==> config.mk <==
export PLATFORM = sky130hd
export DESIGN_NAME = memory_arbiter
export DESIGN_NICKNAME = d
export VERILOG_FILES = /design/src/rtl/memory_arbiter.sv
export SDC_FILE = /design/constraint.sdc
export NUM_CORES = 1
export LEC_CHECK = 0
export ABC_AREA = 1
export BUFFER_PORTS_ARGS = -buffer_cell sky130_fd_sc_hd__buf_4
export CAP_MARGIN = 25
export CELL_PAD_IN_SITES_DETAIL_PLACEMENT = 0
export CELL_PAD_IN_SITES_GLOBAL_PLACEMENT = 1
export CORE_MARGIN = 2
export CORE_UTILIZATION = 17
export CTS_BUF_LIST = sky130_fd_sc_hd__clkbuf_4
export DETAILED_ROUTE_END_ITERATION = 16
export GPL_ROUTABILITY_DRIVEN = 0
export HOLD_SLACK_MARGIN = 0.03
export PLACE_DENSITY = 0.89
export SETUP_SLACK_MARGIN = 0.1
export SYNTH_ARGS = -nofsm -noshare
export SYNTH_HDL_FRONTEND = slang
export SYNTH_SLANG_ARGS = --single-unit
export TNS_END_PERCENT = 20
==> constraint.sdc <==
create_clock -name CLK -period 2.2 [get_ports CLK]
set_input_delay 0.11 -clock CLK [delete_from_list [all_inputs] [get_ports CLK]]
set_output_delay 0.11 -clock CLK [all_outputs]
set_load 0.05 [all_outputs]
==> src/rtl/memory_arbiter.sv <==
// Single-ported RAM arbiter between instruction fetch and data access.
// Data wins ties, but a bounded streak of data grants lets a waiting fetch through.
module memory_arbiter #(
    parameter int TIMEOUT     = 15,
    parameter int DSTREAK_MAX = 4
) (
    input  logic        CLK,
    input  logic        nRST,
    input  logic        iREN,
    input  logic [31:0] iaddr,
    output logic        iwait,
    output logic [31:0] iload,
    input  logic        dREN,
    input  logic        dWEN,
    input  logic [31:0] daddr,
    input  logic [31:0] dstore,
    output logic        dwait,
    output logic [31:0] dload,
    output logic        ramREN,
    output logic        ramWEN,
    output logic [31:0] ramaddr,
    output logic [31:0] ramstore,
    input  logic [31:0] ramload,
    input  logic [1:0]  ramstate,
    output logic        timeout_err
);

    localparam int TW = $clog2(TIMEOUT + 1);
    localparam int SW = $clog2(DSTREAK_MAX + 1);
    localparam logic [1:0] RS_ACCESS = 2'd2;
    localparam logic [1:0] RS_ERROR  = 2'd3;
    localparam logic [TW-1:0] TCNT_MAX   = TW'(TIMEOUT);
    localparam logic [SW-1:0] STREAK_MAX = SW'(DSTREAK_MAX);

    typedef enum logic [1:0] {
        ST_IDLE   = 2'd0,
        ST_IGRANT = 2'd1,
        ST_DGRANT = 2'd2
    } state_t;

    state_t        r_state;
    state_t        w_next;
    logic [TW-1:0] r_tcnt;
    logic [TW-1:0] w_tcnt_inc;
    logic [SW-1:0] r_dstreak;
    logic          r_terr;
    logic          w_dreq;
    logic          w_own_req;
    logic          w_granted;
    logic          w_done;
    logic          w_abort;

    assign w_dreq     = dREN | dWEN;
    assign w_granted  = (r_state != ST_IDLE);
    assign w_tcnt_inc = r_tcnt + {{(TW-1){1'b0}}, 1'b1};
    assign w_done     = w_granted & w_own_req & (ramstate == RS_ACCESS);
    // Completion takes precedence over both ERROR and the timeout limit.
    assign w_abort    = w_granted & w_own_req & ~w_done &
                        ((ramstate == RS_ERROR) | (w_tcnt_inc == TCNT_MAX));

    assign iload       = ramload;
    assign dload       = ramload;
    assign timeout_err = r_terr;

    // Live request of whichever requester currently owns the RAM.
    always_comb begin
        w_own_req = 1'b0;
        case (r_state)
            ST_IGRANT: w_own_req = iREN;
            ST_DGRANT: w_own_req = w_dreq;
            default:   w_own_req = 1'b0;
        endcase
    end

    // State register.
    always_ff @(posedge CLK or negedge nRST) begin
        if (!nRST) begin
            r_state <= ST_IDLE;
        end else begin
            r_state <= w_next;
        end
    end

    // Next-state selection with data priority limited by the streak count.
    always_comb begin
        w_next = r_state;
        case (r_state)
            ST_IDLE: begin
                if (w_dreq && ((r_dstreak < STREAK_MAX) || !iREN)) begin
                    w_next = ST_DGRANT;
                end else if (iREN) begin
                    w_next = ST_IGRANT;
                end else begin
                    w_next = ST_IDLE;
                end
            end
            ST_IGRANT, ST_DGRANT: begin
                if (!w_own_req || w_done || w_abort) begin
                    w_next = ST_IDLE;
                end else begin
                    w_next = r_state;
                end
            end
            default: w_next = ST_IDLE;
        endcase
    end

    // RAM strobes, address/data steering and requester wait flags.
    always_comb begin
        ramREN   = 1'b0;
        ramWEN   = 1'b0;
        ramaddr  = 32'h0000_0000;
        ramstore = 32'h0000_0000;
        iwait    = 1'b1;
        dwait    = 1'b1;
        case (r_state)
            ST_IGRANT: begin
                ramREN  = iREN;
                ramaddr = iaddr;
                iwait   = ~w_done;
            end
            ST_DGRANT: begin
                ramWEN   = dWEN;
                ramREN   = dREN & ~dWEN;
                ramaddr  = daddr;
                ramstore = dstore;
                dwait    = ~w_done;
            end
            default: begin
                ramREN = 1'b0;
            end
        endcase
    end

    // Grant-cycle timeout counter, held at zero outside a grant.
    always_ff @(posedge CLK or negedge nRST) begin
        if (!nRST) begin
            r_tcnt <= {TW{1'b0}};
        end else if (!w_granted || (w_next == ST_IDLE)) begin
            r_tcnt <= {TW{1'b0}};
        end else if (ramstate != RS_ACCESS) begin
            r_tcnt <= w_tcnt_inc;
        end
    end

    // Consecutive data-completion streak, reset by any fetch completion.
    always_ff @(posedge CLK or negedge nRST) begin
        if (!nRST) begin
            r_dstreak <= {SW{1'b0}};
        end else if (w_done && (r_state == ST_IGRANT)) begin
            r_dstreak <= {SW{1'b0}};
        end else if (w_done && (r_state == ST_DGRANT) && (r_dstreak != STREAK_MAX)) begin
            r_dstreak <= r_dstreak + {{(SW-1){1'b0}}, 1'b1};
        end
    end

    // One-cycle abort pulse, visible the cycle after the abort.
    always_ff @(posedge CLK or negedge nRST) begin
        if (!nRST) begin
            r_terr <= 1'b0;
        end else begin
            r_terr <= w_abort;
        end
    end

endmodule

# == Word level (Yosys, flattened, before mapping) ==
# Index checks and enable logic that the tools add are counted.
# op_classes
n_mux,15
n_eq_ne,7
add_sub_neg,2
bitwise_logic,9
n_reduce_logical,17
n_lt_le_gt_ge,1
# op_table
op,n
case mux 32 bit (2 select lines),1
two-way mux 32 bit,1
two-way mux 4 bit,2
"equality test 2 bit, second input constant",3
two-way mux 3 bit,2
nonzero test 2 bit,3
AND 1 bit,5
"adder 4 x 1 -> 4 bit, second input constant",1
"equality test 4 bit, second input constant",1
logical AND 1 bit,4
zero test 2 bit,2
logical OR 1 bit,4
two-way mux 1 bit,4
two-way mux 2 bit,2
case mux 1 bit (2 select lines),2
case mux 2 bit (2 select lines),1
"adder 3 x 1 -> 3 bit, second input constant",1
zero test 1 bit,3
"< comparator 3 bit, second input constant",1
"inequality test 3 bit, second input constant",1
"equality test 2 x 1 -> 1 bit, second input constant",1
"inequality test 2 bit, second input constant",1
NOT 1 bit,2
OR 1 bit,2
OR reduction 2 bit,1
# totals
regBits,10
elab_cells,55
output_inout_bits,133
input_bits,135

# == Logic depth before layout (Yosys ltp) ==
# depth
depth_word,13
depth_mapped,14
depth_no_buf,14

# == Worst setup path after synthesis ==
# Ideal clock, no wire load.
# synth_timing
kind,reg-to-output
start,register r_state[0]
end,output port ramaddr[0]
arrival_ps,1989
required_ps,2090
path_buffers,2
setup_slack_ps,101
stages_incl_launch_ff,7
path_cell_list,dfrtp_1 > inv_1 > ha_1 > clkbuf_1 > buf_2 > nand2_1 > a21oi_1
# synth_between
elab_chain_len,2
word_cells_on_any_way,3
classes_between,2 x eq/ne; 1 x mux
# synth_rtl
item,line_no,source
start: declaration,41,state_t r_state;
start signal: assignment,80,r_state <= w_next;
equality test 2 bit / equality test 2 x 1 -> 1 bit (equally long branches),116,case (r_state)
case mux 32 bit (2 select lines) (*),116,
end: declaration,21,"output logic [31:0] ramaddr,"
# Every way passes the cells marked *; elsewhere a longest branch is shown, timed or not.

# == Worst setup path in the final report ==
# layout_timing
start,register r_state[0]
end,output port iwait
# layout_between
elab_chain_len,6
word_cells_on_any_way,8
classes_between,2 x eq/ne; 2 x mux; 3 x bitwise; 1 x reduce/logical
# layout_rtl
item,line_no,source
equality test 2 bit / equality test 2 x 1 -> 1 bit (equally long branches),"68, 116",
case mux 1 bit (2 select lines),68,case (r_state)
AND 1 bit (2 in a row),56,assign w_done = w_granted & w_own_req & (ramstate == RS_ACCESS);
NOT 1 bit,120,iwait = ~w_done;
two-way mux 1 bit (*),116,
end: declaration,11,"output logic iwait,"
# Marked as above.

==> summary.md <==
| Metric | Value |
|---|---|
| Total GRT Usage | 10.14% |
| Final setup viols | 0 |
| Synthesized cell area | around 1900 um^2 |
| Tcrit/Tclk final | 90.54% |
| Lkg Pwr | 0.001730 uW |
| Drt via density | 3.932 |
| Vias in the first global route | roughly 2.1k |
| Startpoint types | flip-flop |
| # IOs | about 270 |
| Max cap viols | 0 |
| Sw Pwr | 2259 uW |
| Worst R2R Path Depth | 13 |
| FP Rows | 38 |
| Syn_nets | ~470 |
| Clock network power share | 3.7% |
| Routed len/inst | 11.28 um |
| Routed via count | 2241 |
| Skew-Pair Late Insertion Delay | 0.27 ns |
| FF-to-FF setup slack | 0.37 ns |
| RSZ-0062 raised after global routing | yes |
| Clock Sinks | 10 |
| Hold crit path type | in2async |
| DRT Pass-1 Iters | 4 |
| CTS H-tree depth | 1 |
| DRT iter0 DRCs | 69 |
| Setup tns final | 0 ns |
| PwrDens | 1197 nW/um^2 |
| Max-Slew Margin vs Limit | between 80% and 90% |
| Cell Area, Placed | 2821 um^2 |
| Drt total wl | roughly 6400 um |
| P&R area growth vs syn | 53.17% |
| Switching share of power | between 60 and 70% |
| Crit path max fanout | 6 |
| Clock Path Buffers | 2 |
| # nets final | 575 |
| Diode count | 0 |
| Remaining antenna violation count after routing | 0 |
| Initial antenna violation count | 0 |
| Dpl hpwl | 5343 um |
| Core Area | around 11000 um^2 |
| Peak VDD IR | 0.7074 mV |
| Largest net degree at the start of global routing | 42 |
| Predominant post-synthesis flop cell | dfrtp_1 |
| WP data arrival | 1.88 ns |
| Finished Core Util | between 20% and 30% |
| TritonCTS clock tree | yes |
| # DRC | 0 |
| Final min period | 1.992 ns |
| Max Slew Vio Count | 0 |
| Post-Place Setup Slack | 0.4040 ns |
| Fmax | 502.0 MHz |
| Die area | 11870 um^2 |
| Post-synthesis sequential area ratio | a little over an eighth |
| Starting density of the core | between 10% and 20% |
| Total grt overflow | 0 |
| Root buf cell | clkbuf_4 |
| Comb power frac | a little under 90% |
| Status | finished, final reports clean |
| Syn Area/Cell | 5.693 um^2 |
| Most frequent cells in the layout | 172 x buf_4, 117 x nand2_1, 49 x inv_1 |
| Die Width | about 110 um |
| Post-synth ARST share | 100.0% |
| Gate Count Post-Synth | roughly 330 |
| Final setup skew | 0.007613 ns |
| Least-Margin Pin Slew | roughly 0.29 ns |
| Num CTS Buffers | 3 |
| Worst setup margin | between 0.2 and 0.25 ns |
| Number of flops mapped to enable cells by yosys | 0 |
| CP Class | reg2out |
| Worst r2r dst | r_tcnt[0] |
| Design Area, Final | between 2000 and 3000 um^2 |
| Sequential Power Share | just over 8% |
| R2r startpoint | r_state[0] |
| Clk slew on worst S/H paths | about 0.07 ns |
| Hold_ws | 0.2008 ns |
| CP endpoint kind | output pin |
| #FFs+latches synth | 10 |
| Filler cells | 1189 |
| First-pass GRT wire length | 9735 um |
| Layout cells sized above 1 | 44.19% |
| Port Buffer Count | 171 |
| Die height | 109.0 um |
| Library cells used by synthesis | 19 |
| P_int | 1174 uW |
| Final Hold Fails | 0 |
| Commonest non-fill, non-tap cell in the layout | buf_4 |
| Post-CTS Setup Bufs | 0 |
| Yosys warnings | 0 |
| Req. time, crit path | 2.09 ns |
[power by group through the flow]
stage / sequential (uW) / combinational (uW) / clock (uW)
after global placement: 279 / 2990 / 0
after CTS: 281 / 3030 / 131
after global routing: 288 / 3240 / 144
after floorplan: 280 / 2430 / 0
after detailed placement: 285 / 3020 / 0
final: 282 / 3030 / 126
[cells by family after synthesis]
| group | after synthesis | share of synthesized area (%) |
|---|---|---|
| AND/OR/NAND/NOR | 143 | 31.53 |
| buffers and inverters | 130 | 39.41 |
| AO/OA/AOI/OAI | 37 | 9.887 |
| flip-flops | 10 | 13.36 |
| adder cells (fa/ha/maj) | 8 | 5.344 |
| XOR/XNOR | 1 | 0.4677 |
[how the worst max path moves through the flow]
stage	start	endpoint	slack, ns	cells past startpoint
after global placement	r_state[1]	ramaddr[19]	0.41	6
after detailed placement	r_state[1]	ramaddr[31]	0.40	6
after CTS	r_state[0]	ramaddr[18]	0.15	6
final	r_state[0]	iwait	0.21	8
after floorplan	r_state[0]	ramaddr[0]	0.10	6
after global routing	r_state[0]	iwait	0.07	8
[sequential cells by signal, summed over array words and instances (netlist names)]
| register | cells |
|---|---|
| r_dstreak | 3 |
| r_state | 2 |
| r_tcnt | 4 |
| timeout_err | 1 |
[routing by layer]
| layer | up-vias | share of wire (%) | GRT usage (%) |
|---|---|---|---|
| li1 | 1118 | - | - |
| met1 | 972 | 40 | 12.72 |
| met2 | 138 | 49 | 17.13 |
| met3 | 13 | 9.4 | 2.750 |
| met4 | 0 | 1.6 | 2.564 |
| met5 | - | 0 | 0 |
[repair_timing]
item,CTS,global route
gates resized for setup,1,3
hold buffers,1,0
endpoints found under the setup margin,1,22
hold endpoints to repair,10,0
[stage by stage]
stage | std cells | total power, uW
after floorplan | 329 | 2712
after global placement | 566 | 3267
after detailed placement | 566 | 3304
after CTS | 570 | 3446
after global routing | 570 | 3672
final | 570 | 3433
[critical path: stages, from the launching register on]
cell	delay (ns)
dfrtp_1	0.43
inv_1	0.11
ha_2	0.26
nand2_1	0.10
nand3_2	0.10
nand3_2	0.09
nor3_4	0.18
nand2_2	0.13
buf_4	0.21
[cell usage after synthesis (2+ instances only)]
cell type / count / share of area [%]
a21oi_1: 35 / 9.4
nand3_1: 9 / 2.4
ha_1: 8 / 5.3
nor2_1: 9 / 1.8
o21ai_1: 2 / 0.53
nand2_1: 117 / 23
nand3_2: 2 / 1.1
clkbuf_1: 11 / 2.2
inv_2: 3 / 0.60
buf_2: 2 / 0.53
inv_1: 49 / 9.8
dfrtp_1: 10 / 13
nand2_2: 3 / 1.0
buf_4: 64 / 26
[layout make-up]
| cell class | count | area [um^2] | area share (%) |
|---|---|---|---|
| clock buffers | 3 | 22.52 | 0.7850 |
| inverters | 52 | 195.2 | 6.803 |
| multi-input cells | 189 | 890.9 | 31.05 |
| flip-flops and latches | 10 | 250.2 | 8.722 |
| well taps | 140 | 175.2 | 6.106 |
| repair buffers | 176 | 1335 | 46.53 |
(Power assumes the default switching activity.)
